## src/rtl/l2spm_arbiter.sv

```systemverilog
// Round-robin arbiter of NumReq requesters onto one L2 SPM port, one transaction in flight; optional watchdog under L2SPM_ARB_TIMEOUT_EN.
// Latency accept->rsp is 3 cycles minimum; requesters wait while the port is busy.
module l2spm_arbiter #(
  parameter int unsigned NumReq        = 4,
  parameter int unsigned AddrWidth     = 64,
  parameter int unsigned DataWidth     = 64,
  parameter logic [63:0] BaseAddr      = 64'h1C00_0000,
  parameter logic [63:0] Length        = 64'h80000,
  parameter int unsigned TimeoutCycles = 255
) (
  input  logic                                clk_i,
  input  logic                                rst_ni,
  input  logic [NumReq-1:0]                   req_valid_i,
  output logic [NumReq-1:0]                   req_ready_o,
  input  logic [NumReq-1:0][AddrWidth-1:0]    req_addr_i,
  input  logic [NumReq-1:0]                   req_we_i,
  input  logic [NumReq-1:0][DataWidth-1:0]    req_wdata_i,
  output logic [NumReq-1:0]                   rsp_valid_o,
  output logic [DataWidth-1:0]                rsp_rdata_o,
  output logic                                rsp_err_o,
  output logic                                mem_req_o,
  input  logic                                mem_gnt_i,
  output logic [AddrWidth-1:0]                mem_addr_o,
  output logic                                mem_we_o,
  output logic [DataWidth-1:0]                mem_wdata_o,
  input  logic                                mem_rvalid_i,
  input  logic [DataWidth-1:0]                mem_rdata_i
);

  localparam int unsigned IdxW = (NumReq > 1) ? $clog2(NumReq) : 1;
  // One extra bit so BaseAddr+Length cannot wrap at full address width.
  localparam logic [AddrWidth:0] RangeLo = (AddrWidth+1)'(BaseAddr);
  localparam logic [AddrWidth:0] RangeHi = RangeLo + (AddrWidth+1)'(Length);

  typedef enum logic [2:0] {IDLE, REQ, WAIT, RSP, ERR} state_e;

  state_e               state_q, state_d;
  logic [IdxW-1:0]      idx_q, last_grant_q, winner;
  logic                 req_any, accept, in_range, timeout;
  logic [AddrWidth-1:0] addr_q;
  logic                 we_q;
  logic [DataWidth-1:0] wdata_q, rdata_q;

  always_comb begin
    int unsigned cand;
    winner  = last_grant_q;
    req_any = 1'b0;
    cand    = 0;
    for (int unsigned i = 1; i <= NumReq; i++) begin
      cand = (32'(last_grant_q) + i) % NumReq;
      if (!req_any && req_valid_i[IdxW'(cand)]) begin
        req_any = 1'b1;
        winner  = IdxW'(cand);
      end
    end
  end

  assign accept   = (state_q == IDLE) && req_any;
  assign in_range = ({1'b0, addr_q} >= RangeLo) && ({1'b0, addr_q} < RangeHi);

`ifdef L2SPM_ARB_TIMEOUT_EN
  localparam int unsigned CntW = ($clog2(TimeoutCycles + 1) > 8) ? $clog2(TimeoutCycles + 1) : 8;
  logic [CntW-1:0] tmo_cnt_q;

  always_ff @(posedge clk_i or negedge rst_ni) begin
    if (!rst_ni) begin
      tmo_cnt_q <= '0;
    end else if (accept) begin
      tmo_cnt_q <= '0;
    end else if (state_q == REQ || state_q == WAIT) begin
      tmo_cnt_q <= tmo_cnt_q + 1'b1;
    end
  end

  assign timeout = (state_q == REQ || state_q == WAIT) && (tmo_cnt_q == CntW'(TimeoutCycles - 1));
`else
  assign timeout = 1'b0;
`endif

  // The range check runs in the first REQ cycle on the latched address; out-of-range never raises mem_req_o.
  always_comb begin
    state_d = state_q;
    unique case (state_q)
      IDLE: if (req_any) state_d = REQ;
      REQ: begin
        if (!in_range)      state_d = ERR;
        else if (mem_gnt_i) state_d = WAIT;
        else if (timeout)   state_d = ERR;
      end
      WAIT: begin
        if (mem_rvalid_i)   state_d = RSP;
        else if (timeout)   state_d = ERR;
      end
      RSP:     state_d = IDLE;
      ERR:     state_d = IDLE;
      default: state_d = IDLE;
    endcase
  end

  always_ff @(posedge clk_i or negedge rst_ni) begin
    if (!rst_ni) begin
      state_q      <= IDLE;
      last_grant_q <= IdxW'(NumReq - 1);
      idx_q        <= '0;
      addr_q       <= '0;
      we_q         <= 1'b0;
      wdata_q      <= '0;
      rdata_q      <= '0;
    end else begin
      state_q <= state_d;
      if (accept) begin
        idx_q        <= winner;
        last_grant_q <= winner;
        addr_q       <= req_addr_i[winner];
        we_q         <= req_we_i[winner];
        wdata_q      <= req_wdata_i[winner];
      end
      if (state_q == WAIT && mem_rvalid_i) rdata_q <= mem_rdata_i;
    end
  end

  // Ready is combinational; gating with reset keeps every output low while reset is held.
  assign req_ready_o = (accept && rst_ni) ? (NumReq'(1) << winner) : '0;
  assign mem_req_o   = (state_q == REQ) && in_range;
  assign mem_addr_o  = mem_req_o ? (addr_q - AddrWidth'(BaseAddr)) : '0;
  assign mem_we_o    = mem_req_o && we_q;
  assign mem_wdata_o = mem_req_o ? wdata_q : '0;
  assign rsp_valid_o = (state_q == RSP || state_q == ERR) ? (NumReq'(1) << idx_q) : '0;
  assign rsp_rdata_o = (state_q == RSP) ? rdata_q : '0;
  assign rsp_err_o   = (state_q == ERR);

endmodule

```

## config.mk

```make
export PLATFORM = sky130hd
export DESIGN_NAME = l2spm_arbiter
export DESIGN_NICKNAME = d
export VERILOG_FILES = /design/src/rtl/l2spm_arbiter.sv
export SDC_FILE = /design/constraint.sdc
export NUM_CORES = 1
export LEC_CHECK = 0
export CAP_MARGIN = 20
export CORE_AREA = 5 5 302 304
export CTS_CLUSTER_DIAMETER = 150
export DETAILED_ROUTE_END_ITERATION = 7
export DIE_AREA = 0 0 307 309
export HOLD_SLACK_MARGIN = 0.05
export SLEW_MARGIN = 10
export SYNTH_ARGS = -nofsm -noshare
export SYNTH_HDL_FRONTEND = slang
export SYNTH_SLANG_ARGS = --single-unit
```

## constraint.sdc

```tcl
create_clock -name clk_i -period 2.56 [get_ports clk_i]
set_input_delay 0.768 -clock clk_i [delete_from_list [all_inputs] [get_ports clk_i]]
set_output_delay 0.768 -clock clk_i [all_outputs]
set_load 0.02 [all_outputs]
```

==> impl_metrics.ini <==
[drt]
dr_total_vias = 13200
dr.pass1.iters = 5
wire_per_inst_um = 21.0
via_per_inst = 3.98
wirelength_um = 69500
drc = 0
final_antenna_net_count = 0
drtIter0Drc = 553

[grt]
busiest_layer = met2
grt_pass1_wl_um = 92100
overflow = 0
met2_usage_pct = 23.4
grt_max_degree = 115
antenna_found_initial = 2
met3_usage_pct = 3.46
grt_usage_pct = 13.2
grt_use_met1_pct = 15.2
grt_pass1_vias = 13900

[placement]
portBuffers = 783
place_ws_ns = -1.20
hpwlAfterDp_um = 50900
gp_congestion = 0.811
dp_cells = 3176

[critical_path]
worstPathCellList = nor3_1 -> buf_4 -> nand4_1 -> buf_4 -> o22ai_1 -> and4bb_4 -> buf_12 -> clkbuf_16 -> clkbuf_16 -> nor2b_2 -> buf_6
crit_type = reg -> out
rr_worst_depth = 11
reg2reg_slack_ns = -0.12
worst_setup_path_start_kind = flip-flop
reg2reg_from = last_grant_q[1]$_DFFE_PN1P_
crit_arrival_ns = 3.09
critPathTopFamily = simple AND/OR/NAND/NOR gates
slowest_delay_ns = 0.47
cp.required_ns = 1.79
endpoint = mem_addr_o[39]
worstSetupPathDepth = 11
cp-startpoint = addr_q[16]$_DFFE_PN0P_
rr_endpoint = wdata_q[7]$_DFFE_PN0P_
crit_buf_inv = 6
end_kind = primary output
crit_fanout = 7
cp_slowest_cell = nor3_1

[yosys]
yosysWarnings = 0
synth_ff_type = dfrtp_1
syn_inst = 1159
synth_edf_count = 0
syn_area_um2 = 12200
synth.distinct_cells = 40
ys_ff_latch = 200
yosysSeqAreaShare_pct = 41.0
synth_area_per_cell_um2 = 10.5
ys_async_sr_fraction_pct = 100

[finish]
diodes = 0
drive_gt1_share_pct = 42.8
final_util_pct = 30.4
nFillCells = 9099
syn2layout_area_growth_pct = 119
nets = 2716
instances_no_fill = 3305

[sta]
maxSlewViolCount = 0
finalCritPeriodShare_pct = 151
worst_pin_slew_ns = 0.789
worst_slack_ns = -1.29
setup_viol = 268
timing.fmax_ghz = 0.260
layout_min_cycle_time_ns = 3.85
hold_viol_final = 0
setup_tns_ns = -196.03
rsz0062_at_grt = yes
slew_headroom_pct = 47.4
finalClockSkew_ns = 0.0140

[die]
die_x_um = 307
coreArea_um2 = 88000
row_count = 109
die_h_um = 309
start_util_pct = 13.9
ios = 791
die_area_um2 = 94900

[clocking]
cts_hold_buf = 0
insertion_delay_ns = 0.49
cts_root_buf = clkbuf_16
h-tree-depth = 4
cts_tree = yes
clock_path_buffers = 2
cts_made_buffers = 17
clk_pin_slew_ns = 0.09
cts_sinks = 200

[power]
total_power_mw = 21.8
power_density_nw_per_um2 = 815
power.leakage_nw = 11.4
irDropWorstVdd_mv = 0.506

[run_status]
status = complete, but fails checks
violations = setup timing

[min_path]
hp-class = in -> async

[job]
cap_violations = 0
==> placed cells by master, fill, tap and decap left out, types with 3 or more instances in the layout <==
| cell type | netlist | routed |
|---|---|---|
| nand2_4 | 0 | 3 |
| nor2b_2 | 0 | 14 |
| dfrtp_1 | 198 | 197 |
| and2_4 | 0 | 116 |
| dlygate4sd2_1 | 0 | 3 |
| mux2i_2 | 0 | 41 |
| nor2b_4 | 0 | 23 |
| clkinv_8 | 0 | 6 |
| a21oi_1 | 7 | 6 |
| nor4_1 | 12 | 10 |
| clkbuf_16 | 0 | 24 |
| nand4_1 | 3 | 3 |
| buf_16 | 0 | 20 |
| buf_6 | 17 | 189 |
| nand2_1 | 140 | 137 |
| mux2i_4 | 0 | 54 |
| nor3_1 | 7 | 5 |
| buf_2 | 28 | 12 |
| clkdlybuf4s15_2 | 0 | 7 |
| nor3b_2 | 0 | 3 |
| nor2_4 | 0 | 5 |
| conb_1 | 1 | 7 |
| nor2_1 | 10 | 5 |
| inv_1 | 3 | 3 |
| inv_8 | 0 | 3 |
| buf_12 | 0 | 46 |
| mux2i_1 | 258 | 163 |
| and2_2 | 0 | 33 |
| clkdlybuf4s50_1 | 0 | 582 |
| o221ai_2 | 0 | 39 |
| buf_8 | 0 | 12 |
| mux2_2 | 64 | 64 |
| o221ai_1 | 129 | 89 |
| buf_4 | 16 | 174 |
| inv_6 | 0 | 3 |
==> layout make-up <==
class                   count  area [um^2]  share of cell area (%)
clock inverters            15          178                   0.664
inverters                   4         20.0                  0.0749
clock buffers              17          425                    1.59
multi-input cells         851         8390                    31.4
well taps                1165         1460                    5.45
flip-flops and latches    200         5010                    18.7
repair buffers           1053        11300                    42.1
==> worst register-to-register path, cell delays in order, from the launching register on <==
cell and delay (ns):
dfstp_2 0.55, mux2_4 0.31, a221oi_4 0.31, buf_6 0.15
buf_6 0.10, buf_12 0.13, buf_16 0.17, buf_8 0.18
buf_12 0.12, buf_16 0.15, mux2i_4 0.26, o221ai_2 0.12
==> sequential cells by signal, summed over array words and instances, names as in the netlist <==
name / count
idx_q: 2
last_grant_q: 2
we_q: 1
state_q: 3
wdata_q: 64
addr_q: 64
rdata_q: 64
==> metal layers <==
metal	up-vias	wire [um]
met1	6305	26800
met5	-	0
met4	0	2540
li1	6176	-
met3	96	4800
met2	573	35400
==> kinds of logic after synthesis <==
kind of cell               share of synthesized area, %
and+or+nand+nor                                    16.4
muxes                                              27.1
DFF                                                41.0
AOI/OAI and AO/OA                                  10.0
buffers and inverters                              5.32
adders and majority gates                         0.102
other                                            0.0307
==> where the power goes <==
part,internal [mW],switching (mW),total [mW]
Clock,1.32,1.58,2.90
Combinational,7.56,6.31,13.9
Sequential,4.28,0.743,5.02
Total,13.2,8.63,21.8
==> synthesized netlist by cell type (2+ instances only) <==
master	n	area (um^2)
mux2_2	64	721
buf_4	16	120
nand3_1	2	10.0
and2_1	149	932
buf_1	14	52.6
nor2b_1	38	238
a21o_1	2	15.0
dfstp_2	2	52.6
nor3_1	7	35.0
nor2_1	10	37.5
nor3b_1	4	30.0
buf_2	28	140
mux2i_1	258	2580
o221ai_1	129	1130
buf_6	17	191
nand2_1	140	526
dfrtp_1	198	4950
and3b_1	2	17.5
inv_1	3	11.3
a21oi_1	7	35.0
clkbuf_1	35	131
and3_1	2	12.5
nor4_1	12	75.1
nand4_1	3	18.8
a31oi_1	2	12.5
==> repair_timing <==
action,in CTS,in global routing
setup buffers,61,29
endpoints found under the setup margin,321,317
gates resized for setup,1094,452
pin swaps,50,102
endpoints found under the hold margin,0,0
gates cloned,22,13
==> per-stage QoR <==
stage               instance area, um^2  hold WS, ns
finish                            26700        0.337
global route                      26700        0.332
CTS                               25500        0.295
detailed placement                23000        0.465
global placement                  23000        0.460
floorplan                         12600        0.448
==> worst min path at each step <==
stage / start / endpoint / slack, ns / depth (start not counted)
finish: rst_ni / rdata_q[32]$_DFFE_PN0P_ / 0.34 / 2
detailed placement: wdata_q[5]$_DFFE_PN0P_ / wdata_q[5]$_DFFE_PN0P_ / 0.47 / 2
global route: rst_ni / rdata_q[32]$_DFFE_PN0P_ / 0.33 / 2
CTS: rst_ni / rdata_q[32]$_DFFE_PN0P_ / 0.29 / 2
floorplan: wdata_q[10]$_DFFE_PN0P_ / wdata_q[10]$_DFFE_PN0P_ / 0.45 / 2
global placement: wdata_q[18]$_DFFE_PN0P_ / wdata_q[18]$_DFFE_PN0P_ / 0.46 / 2
Note: power is estimated with default switching activity, not from simulation.
